==> config.mk <==
export PLATFORM = sky130hd
export DESIGN_NAME = iser_frame_data_flat
export DESIGN_NICKNAME = d
export VERILOG_FILES = /design/src/rtl/iser_frame_data_if.sv /design/src/rtl/iser_frame_data.sv /design/src/flat_wrapper.sv
export SDC_FILE = /design/constraint.sdc
export NUM_CORES = 1
export LEC_CHECK = 0
export BUFFER_PORTS_ARGS = -buffer_cell sky130_fd_sc_hd__buf_2
export CORE_UTILIZATION = 34
export DETAILED_ROUTE_END_ITERATION = 10
export PLACE_DENSITY = 0.6
export SYNTH_ARGS = -nofsm -noshare
export SYNTH_HDL_FRONTEND = slang
export SYNTH_SLANG_ARGS = --single-unit
==> constraint.sdc <==
create_clock -name data_clk -period 4.8 [get_ports data_clk]
set_input_delay 0.24 -clock data_clk [delete_from_list [all_inputs] [get_ports data_clk]]
set_output_delay 0.24 -clock data_clk [all_outputs]
set_load 0.02 [all_outputs]
==> src/rtl/iser_frame_data_if.sv <==
// Sample stream and serial lane bundle for iser_frame_data.
// The master side supplies samples and observes lanes; the slave side is the serializer.
interface iser_frame_data_if;
  logic [15:0] s_data;
  logic        s_valid;
  logic        s_ready;
  logic [1:0]  dout_nib_0;
  logic [1:0]  dout_nib_1;
  logic [1:0]  fco_nib;
  logic        frame_start;

  modport master (
    output s_data, s_valid,
    input  s_ready, dout_nib_0, dout_nib_1, fco_nib, frame_start
  );

  modport slave (
    input  s_data, s_valid,
    output s_ready, dout_nib_0, dout_nib_1, fco_nib, frame_start
  );
endinterface

==> src/rtl/iser_frame_data.sv <==
// 2-lane LVDS ADC frame serializer: 16/12-bit words out as 2-bit nibbles per lane plus FCO.
// Optional ISER_FRAME_RAMP_EN adds a test_ramp input that transmits an internal counter.
module iser_frame_data #(
  parameter logic [15:0] IDLE_WORD   = 16'h0000,
  parameter int unsigned SYNC_STAGES = 2
) (
  input  logic           data_clk,
  input  logic           rst_n,
  input  logic           enable,
  input  logic           sel_num_bits,
  input  logic           sel_bit_slip,
  input  logic           underflow_clr,
`ifdef ISER_FRAME_RAMP_EN
  input  logic           test_ramp,
`endif
  iser_frame_data_if.slave bus,
  output logic           underflow
);

  typedef enum logic [0:0] {StIdle, StRun} state_e;

  state_e      st_q, st_d;
  logic [1:0]  cnt_q, cnt_d;
  // mode bit 1 = 12-bit frame, bit 0 = bit slip
  logic [1:0]  mode_q, mode_d;
  logic [1:0]  sync_q [SYNC_STAGES];
  logic [1:0]  sync_mode;
  logic [7:0]  sh1_q, sh1_d, sh0_q, sh0_d;
  logic [1:0]  nib1_q, nib1_d, nib0_q, nib0_d, fco_q, fco_d;
  logic        fs_q, fs_d;
  logic [1:0]  carry_q, carry_d;
  logic        uf_q, uf_d;
  logic [1:0]  n_last;
  logic        boundary, ramp_on, slip_f, uf_set;
  logic [15:0] word;
  logic [1:0]  cur1, cur0;

`ifdef ISER_FRAME_RAMP_EN
  logic [15:0] ramp_q, ramp_d;
  assign ramp_on = test_ramp;
`else
  assign ramp_on = 1'b0;
`endif

  function automatic logic [1:0] fco_pat(input logic m12, input logic [1:0] c);
    if (m12) begin
      unique case (c)
        2'd0:    fco_pat = 2'b11;
        2'd1:    fco_pat = 2'b10;
        default: fco_pat = 2'b00;
      endcase
    end else begin
      fco_pat = (c < 2'd2) ? 2'b11 : 2'b00;
    end
  endfunction

  assign sync_mode = sync_q[SYNC_STAGES-1];
  assign n_last    = mode_q[1] ? 2'd2 : 2'd3;
  assign boundary  = (st_q == StRun) && enable && (cnt_q == n_last);

`ifdef ISER_FRAME_RAMP_EN
  assign word = ramp_on ? ramp_q : (bus.s_valid ? bus.s_data : IDLE_WORD);
`else
  assign word = bus.s_valid ? bus.s_data : IDLE_WORD;
`endif

  assign bus.s_ready     = boundary && !ramp_on;
  assign bus.dout_nib_1  = nib1_q;
  assign bus.dout_nib_0  = nib0_q;
  assign bus.fco_nib     = fco_q;
  assign bus.frame_start = fs_q;
  assign underflow       = uf_q;
  assign uf_set          = bus.s_ready && !bus.s_valid;

  always_comb begin
    st_d    = st_q;
    cnt_d   = cnt_q;
    mode_d  = mode_q;
    sh1_d   = sh1_q;
    sh0_d   = sh0_q;
    nib1_d  = 2'b00;
    nib0_d  = 2'b00;
    fco_d   = 2'b00;
    fs_d    = 1'b0;
    carry_d = carry_q;
    cur1    = 2'b00;
    cur0    = 2'b00;
    slip_f  = 1'b0;
`ifdef ISER_FRAME_RAMP_EN
    ramp_d  = ramp_q;
`endif
    unique case (st_q)
      StIdle: begin
        mode_d  = sync_mode;
        carry_d = 2'b00;
        cnt_d   = 2'd0;
        if (enable) begin
          st_d  = StRun;
          // Preamble cycle at the last count so the first accept happens next cycle
          cnt_d = sync_mode[1] ? 2'd2 : 2'd3;
        end
      end
      StRun: begin
        if (!enable) begin
          st_d    = StIdle;
          cnt_d   = 2'd0;
          carry_d = 2'b00;
          sh1_d   = 8'h00;
          sh0_d   = 8'h00;
`ifdef ISER_FRAME_RAMP_EN
          ramp_d  = 16'h0000;
`endif
        end else begin
          if (boundary) begin
            mode_d = sync_mode;
            if (sync_mode[1]) begin
              sh1_d = {word[15:10], 2'b00};
              sh0_d = {word[9:4], 2'b00};
            end else begin
              sh1_d = word[15:8];
              sh0_d = word[7:0];
            end
            cur1   = sh1_d[7:6];
            cur0   = sh0_d[7:6];
            sh1_d  = {sh1_d[5:0], 2'b00};
            sh0_d  = {sh0_d[5:0], 2'b00};
            cnt_d  = 2'd0;
            fs_d   = 1'b1;
            fco_d  = 2'b11;
            slip_f = sync_mode[0];
`ifdef ISER_FRAME_RAMP_EN
            if (ramp_on) ramp_d = ramp_q + (sync_mode[1] ? 16'h0010 : 16'h0001);
`endif
          end else begin
            cur1   = sh1_q[7:6];
            cur0   = sh0_q[7:6];
            sh1_d  = {sh1_q[5:0], 2'b00};
            sh0_d  = {sh0_q[5:0], 2'b00};
            cnt_d  = cnt_q + 2'd1;
            fco_d  = fco_pat(mode_q[1], cnt_d);
            slip_f = mode_q[0];
          end
          // Slip delays the data by one bit; the carried bit crosses frame boundaries
          nib1_d  = slip_f ? {carry_q[1], cur1[1]} : cur1;
          nib0_d  = slip_f ? {carry_q[0], cur0[1]} : cur0;
          carry_d = {cur1[0], cur0[0]};
        end
      end
      default: st_d = StIdle;
    endcase
  end

  always_comb begin
    uf_d = uf_q;
    if (uf_set)             uf_d = 1'b1;
    else if (underflow_clr) uf_d = 1'b0;
  end

  always_ff @(posedge data_clk or negedge rst_n) begin
    if (!rst_n) begin
      for (int i = 0; i < SYNC_STAGES; i++) sync_q[i] <= 2'b00;
    end else begin
      sync_q[0] <= {sel_num_bits, sel_bit_slip};
      for (int i = 1; i < SYNC_STAGES; i++) sync_q[i] <= sync_q[i-1];
    end
  end

  always_ff @(posedge data_clk or negedge rst_n) begin
    if (!rst_n) begin
      st_q    <= StIdle;
      cnt_q   <= 2'd0;
      mode_q  <= 2'b00;
      sh1_q   <= 8'h00;
      sh0_q   <= 8'h00;
      nib1_q  <= 2'b00;
      nib0_q  <= 2'b00;
      fco_q   <= 2'b00;
      fs_q    <= 1'b0;
      carry_q <= 2'b00;
      uf_q    <= 1'b0;
    end else begin
      st_q    <= st_d;
      cnt_q   <= cnt_d;
      mode_q  <= mode_d;
      sh1_q   <= sh1_d;
      sh0_q   <= sh0_d;
      nib1_q  <= nib1_d;
      nib0_q  <= nib0_d;
      fco_q   <= fco_d;
      fs_q    <= fs_d;
      carry_q <= carry_d;
      uf_q    <= uf_d;
    end
  end

`ifdef ISER_FRAME_RAMP_EN
  always_ff @(posedge data_clk or negedge rst_n) begin
    if (!rst_n) ramp_q <= 16'h0000;
    else        ramp_q <= ramp_d;
  end
`endif

endmodule

==> src/flat_wrapper.sv <==
// flat-port wrapper written by rule: the top's interface ports become plain ports
module iser_frame_data_flat 
#(
  parameter logic [15:0] IDLE_WORD   = 16'h0000,
  parameter int unsigned SYNC_STAGES = 2
)
  (data_clk, rst_n, enable, sel_num_bits, sel_bit_slip, underflow_clr, underflow, bus_s_data, bus_s_valid, bus_s_ready, bus_dout_nib_0, bus_dout_nib_1, bus_fco_nib, bus_frame_start);
  iser_frame_data_if bus_i ();
  input  logic data_clk;
  input  logic rst_n;
  input  logic enable;
  input  logic sel_num_bits;
  input  logic sel_bit_slip;
  input  logic underflow_clr;
  output logic underflow;
  input wire logic [$bits(bus_i.s_data)-1:0] bus_s_data;
  input wire logic [$bits(bus_i.s_valid)-1:0] bus_s_valid;
  output wire logic [$bits(bus_i.s_ready)-1:0] bus_s_ready;
  output wire logic [$bits(bus_i.dout_nib_0)-1:0] bus_dout_nib_0;
  output wire logic [$bits(bus_i.dout_nib_1)-1:0] bus_dout_nib_1;
  output wire logic [$bits(bus_i.fco_nib)-1:0] bus_fco_nib;
  output wire logic [$bits(bus_i.frame_start)-1:0] bus_frame_start;
  assign bus_i.s_data = bus_s_data;
  assign bus_i.s_valid = bus_s_valid;
  assign bus_s_ready = bus_i.s_ready;
  assign bus_dout_nib_0 = bus_i.dout_nib_0;
  assign bus_dout_nib_1 = bus_i.dout_nib_1;
  assign bus_fco_nib = bus_i.fco_nib;
  assign bus_frame_start = bus_i.frame_start;
  iser_frame_data #(.IDLE_WORD(IDLE_WORD), .SYNC_STAGES(SYNC_STAGES)) u_core (.data_clk(data_clk), .rst_n(rst_n), .enable(enable), .sel_num_bits(sel_num_bits), .sel_bit_slip(sel_bit_slip), .underflow_clr(underflow_clr), .bus(bus_i), .underflow(underflow));
endmodule
# Word level (Yosys, flattened, before mapping)

Cells that the tools add are included.

Reduce and logical (&&, ||, !) cells: 7
Order comparisons: 1
Bitwise logic cells: 1
Add/subtract/negate cells: 1
Equality and inequality tests: 4
Mux-type cells: 41

Operators with widths:

| cell                | number |
|---|---|
| $mux 2              | 20 |
| $mux 8              | 5 |
| $mux 16             | 1 |
| $pmux 2 s2          | 4 |
| $mux 1              | 11 |
| $logic_and 1x1->1   | 3 |
| $add 2x1->2 const B | 1 |
| $eq 2x1->1 const B  | 1 |
| $eq 2x2->1          | 1 |
| $logic_not 2->1     | 1 |
| $lt 2x2->1 const B  | 1 |
| $ne 2x1->1 const B  | 1 |
| $ne 2x2->1 const B  | 1 |
| $reduce_and 2->1    | 1 |
| $reduce_bool 2->1   | 1 |
| $logic_not 1->1     | 1 |
| $not 1->1           | 1 |

Input port bits: 23
Flip-flop bits (word level): 35
Word-level logic and storage cells: 68

# Logic depth before layout (Yosys ltp)

Depth in word-level cells: 9
Gate-level depth with buffers: 6

# Worst setup path before layout

Ideal clock, no wire load.

Kind: reg-to-reg
Start point: reg u_core.cnt_q[0]
End point: reg u_core.mode_q[0]
Data arrival time: 1419 ps
Cell stages (with the launch flop): 6
Slack: 3256 ps
Period minus slack after synthesis: 1544 ps
Library setup time: 125 ps
Path through: dfrtp_1 > xor2_2 > and2_4 > buf_12 > a21oi_4 > mux2_4

Word-level cells in the longest chain between the ends: 4

RTL lines:

| item                       | RTL line               | text |
|---|---|---|
| start, declared            | iser_frame_data.sv:23  | `logic [1:0] cnt_q, cnt_d;` |
| start signal, assigned     | iser_frame_data.sv:183 | `cnt_q <= cnt_d;` |
| $eq 2x2->1                 | iser_frame_data.sv:59  | `assign boundary = (st_q == StRun) && enable && (cnt_q == n_last);` |
| $logic_and 1x1->1          | iser_frame_data.sv:59  |  |
| $ne 2x1->1 (no line)       | --                     |  |
| $reduce_and 2->1 (no line) | --                     |  |
| end signal, assigned       | iser_frame_data.sv:184 | `mode_q <= mode_d;` |
| end, declared              | iser_frame_data.sv:25  | `logic [1:0] mode_q, mode_d;` |

Every way passes these cells.
A chain may end at the register's enable or synchronous reset.

# Worst setup path in the final report

Start point: reg u_core.mode_q[1]
End point: out bus_s_ready

Word-level cells in the longest chain between the ends: 3

RTL lines:

| item              | RTL line              | text |
|---|---|---|
| $mux 1            | iser_frame_data.sv:58 | `assign n_last = mode_q[1] ? 2'd2 : 2'd3;` |
| $eq 2x2->1        | iser_frame_data.sv:59 |  |
| $logic_and 1x1->1 | iser_frame_data.sv:59 |  |
| end, declared     | flat_wrapper.sv:18    | `output wire logic [$bits(bus_i.s_ready)-1:0] bus_s_ready;` |

Every way passes these cells.

==> out/summary.log <==
INFO  outcome        outcome=finished with violations
INFO  outcome        failing_checks=negative hold slack
INFO  pwr            cellPowerDensity=332nW/um^2
INFO  timing         fin_setup_tns=0ns
INFO  synth          syn-mean-instance-area=11.8um^2
INFO  synth          synth_sequential_area_ratio=0.535
INFO  final_layout   flow.area_growth_from_synthesis=17.9%
INFO  worst_setup_path crit_type=reg2out
INFO  synth          synth.top_cell.area_share=0.535
INFO  worst_setup_path setup.worst_path.end_class=output port
INFO  worst_setup_path source_of_the_worst_register_to_register_timing_path=u_core.mode_q[1]
INFO  clocking       cts-htree-levels=2
INFO  synth          yosysWarnings=0
INFO  job            max_cap_check_violation_count=0
INFO  timing         post_layout_minimum_cycle_time=1.88ns
INFO  placed_design  io_buffers=31
INFO  synth          ys_async_sr_fraction=1.00
INFO  synth          yosysUniqueCellTypes=33
INFO  placed_design  dp_hpwl=2140um
INFO  final_layout   fillers=390
INFO  routing        drt_iter0_drc=93
INFO  synth          syn-num-nets=147
INFO  timing         timing_max_transition_violations_final=0
INFO  worst_setup_path crit_path_cell_trace=xor2_2 -> nand2_1 -> inv_1 -> buf_2
INFO  pwr            leakage_power_summed_over_all_cells=0.000812uW
INFO  clocking       cts-buffers-inserted=5
INFO  timing         timing.max_slew.rel_slack=0.537
INFO  timing         final_min_period_over_clock_period=0.391
INFO  worst_setup_path rrSetupSlack=3.12ns
INFO  floorplan      fp.coreArea=4060um^2
INFO  synth          synth_area_leaders=sky130_fd_sc_hd__dfrtp_1, sky130_fd_sc_hd__mux2i_1, sky130_fd_sc_hd__a21oi_1
INFO  timing         rsz_0062_raised_after_global_routing=no
INFO  clocking       clkLatencyLatePin=0.28ns
INFO  final_layout   final-instance-count-excl-fill=207
INFO  final_layout   finalCoreUtilization=0.422
INFO  final_layout   final_net_count=180
INFO  worst_setup_path worstPathRequired=4.56ns
INFO  global_routing track_usage=0.153
INFO  worst_setup_path wp_data_arrival=1.64ns
INFO  clocking       cts.repair.resized=0
INFO  clocking       number_of_buffers_added_to_fix_hold_violations_after_cts=0
INFO  final_layout   final_layout_size_suffix_gt1_frac=0.299
INFO  floorplan      die-area=4530um^2
INFO  clocking       cts_root_buf=sky130_fd_sc_hd__clkbuf_8
INFO  routing        vias=1076
INFO  final_layout   n_antenna_cell=0
INFO  routing        drt_pass1_iterations=4
INFO  global_routing grt_antenna_before_repair=0
INFO  synth          yosys_register_bits=31
INFO  clocking       ctsLongestPathBuffers=2
INFO  worst_setup_path cp_max_fo=11
INFO  global_routing grt_remaining_overflow=0
INFO  synth          yosys.area.top_type=sky130_fd_sc_hd__dfrtp_1
INFO  routing        vias_per_instance=5.20
INFO  floorplan      start_util=0.357
INFO  clocking       post-cts-setup-buffer-count=0
INFO  worst_setup_path reg2regPathDepth=4
INFO  synth          syn-instance-count=123
INFO  placed_design  numPlacedInstances=199
INFO  worst_setup_path crit_path_start=u_core.mode_q[1]
INFO  placed_design  globalplace.congestion=0.827
INFO  global_routing number_of_global_route_vias_before_repair=1018
INFO  synth          number_of_synthesized_flops_with_an_enable_pin=0
INFO  clocking       cts.clk_slew.worst_paths=0.06ns
INFO  worst_setup_path worstSetupStartpointType=register
INFO  pwr            power.ir.vdd_worst=185uV
INFO  floorplan      chipWidth=67.3um
INFO  synth          mapped_cell_area=1450um^2
INFO  routing        routed_wire_length_per_instance=14.6um
INFO  floorplan      rows=23
INFO  floorplan      i_o_pins=32
INFO  clocking       tritoncts_num_sinks=31
INFO  global_routing wire_length_of_the_first_global_routing_pass=4860um
INFO  routing        detail-route-antenna-nets=0
INFO  timing         post_route_clock_skew=0.00419ns
INFO  routing        route.detailed.drc=0
INFO  timing         finalSetupViolCount=0
INFO  floorplan      floorplan.die.height=67.3um
INFO  timing         fin_hold_ws=-0.00112ns
INFO  clocking       clock_tree_from_tritoncts=yes
INFO  routing        sum_of_routed_wire_length_over_all_layers=3020um
INFO  timing         worst-slew-pin-transition=0.695ns
INFO  timing         fmaxAchievable=532MHz
INFO  synth          synthMostInstantiatedCell=sky130_fd_sc_hd__dfrtp_1
INFO  global_routing grt_start_max_net_pins=32
INFO  synth          top_cells_by_instance_count_after_synthesis=sky130_fd_sc_hd__dfrtp_1, sky130_fd_sc_hd__a21oi_1, sky130_fd_sc_hd__mux2i_1, sky130_fd_sc_hd__nand2_1, sky130_fd_sc_hd__nor2_1
INFO  timing         finalHoldViolations=1
INFO  worst_setup_path worst_r2r_endpoint=u_core.bus.dout_nib_0[0]
INFO  synth          dominantRegCellSynth=sky130_fd_sc_hd__dfrtp_1
INFO  worst_setup_path crit_path_top_delay_cell=sky130_fd_sc_hd__dfrtp_1
INFO  worst_setup_path crit_path_max_incr_delay=0.49ns
INFO  worst_hold_path hold_path_class=in2async
layer usage:
metal / part of all wire / vias up / GRT usage
met5: 0 / - / 0
met4: 0.017 / 0 / 0.0638
met3: 0.066 / 6 / 0.0659
met2: 0.44 / 36 / 0.210
met1: 0.48 / 513 / 0.208
li1: - / 521 / -
worst max-delay path: cells and delay by family, from the launching register on:
kind	cells	cell delay (ns)
xor+xnor	1	0.27
buf+inv	2	0.29
flops	1	0.49
simple gates	1	0.30
stage by stage:
step	hold WS [ns]	setup WS, ns	power (uW)	instance area, um^2
after floorplan	-0.0556	3.26	351	1450
after global placement	0.317	3.23	376	1630
after detailed placement	0.322	3.15	378	1630
after CTS	0.0193	2.90	575	1710
after global routing	0.0440	2.76	594	1710
final	-0.00112	2.92	567	1710
cells in the final DEF (no fill, tap or decap), drive strengths merged, types with 2 or more instances in the layout:
master   count
buf         31
dfrtp       31
a21oi       13
mux2i       10
nor2         9
nand2        8
clkbuf       7
o2bb2ai      5
nor2b        4
a311oi       4
a22o         4
inv          3
nand3        3
a221o        3
clkinv       3
nor3         3
a221oi       2
a21boi       2
mux2         2
nor4         2
power by group:
part	internal [uW]	leakage, uW	switching, uW
registers	274	0.000411	12.9
clock network	101	0.0000422	92.8
logic	35.8	0.000359	50.2
cell type report:
cell class	instances	area [um^2]	share of cell area
inverters	5	18.8	0.0110
repair buffers	31	155	0.0907
flip-flops and latches	31	776	0.454
well taps	50	62.6	0.0366
clock buffers	7	76.3	0.0446
multi-input cells	82	617	0.361
clock inverters	1	5.00	0.00293
logic make-up (layout without fill, tap and decap cells):
family                     count (synthesis)  count (layout)  share of synthesized area
and+or+nand+nor                           31              31                      0.110
muxes                                     12              12                     0.0897
DFF                                       31              31                      0.535
adders and majority gates                  1               1                    0.00863
buffers and inverters                     10              44                     0.0397
AOI/OAI and AO/OA                         36              36                      0.194
xor gates and xnor gates                   2               2                     0.0224
flip-flops by register name, summed over array words and instances, names as in the netlist:
name / cells
u_core.bus.dout_nib_0: 2
u_core.bus.dout_nib_1: 2
u_core.bus.fco_nib: 2
u_core.bus.frame_start: 1
u_core.carry_q: 2
u_core.cnt_q: 2
u_core.mode_q: 2
u_core.sh0_q: 6
u_core.sh1_q: 6
u_core.st_q: 1
u_core.sync_mode: 2
u_core.sync_q: 2
u_core.underflow: 1
how the worst max path moves through the flow:
| stage | to | slack, ns | depth (start not counted) |
|---|---|---|---|
| after global routing | bus_s_ready | 2.76 | 4 |
| after detailed placement | u_core.bus.dout_nib_0[0] | 3.15 | 4 |
| after floorplan | u_core.mode_q[0] | 3.26 | 5 |
| after global placement | u_core.sh1_q[4] | 3.23 | 4 |
| final | bus_s_ready | 2.92 | 4 |
| after CTS | bus_s_ready | 2.90 | 4 |
(Power assumes the default switching activity.)
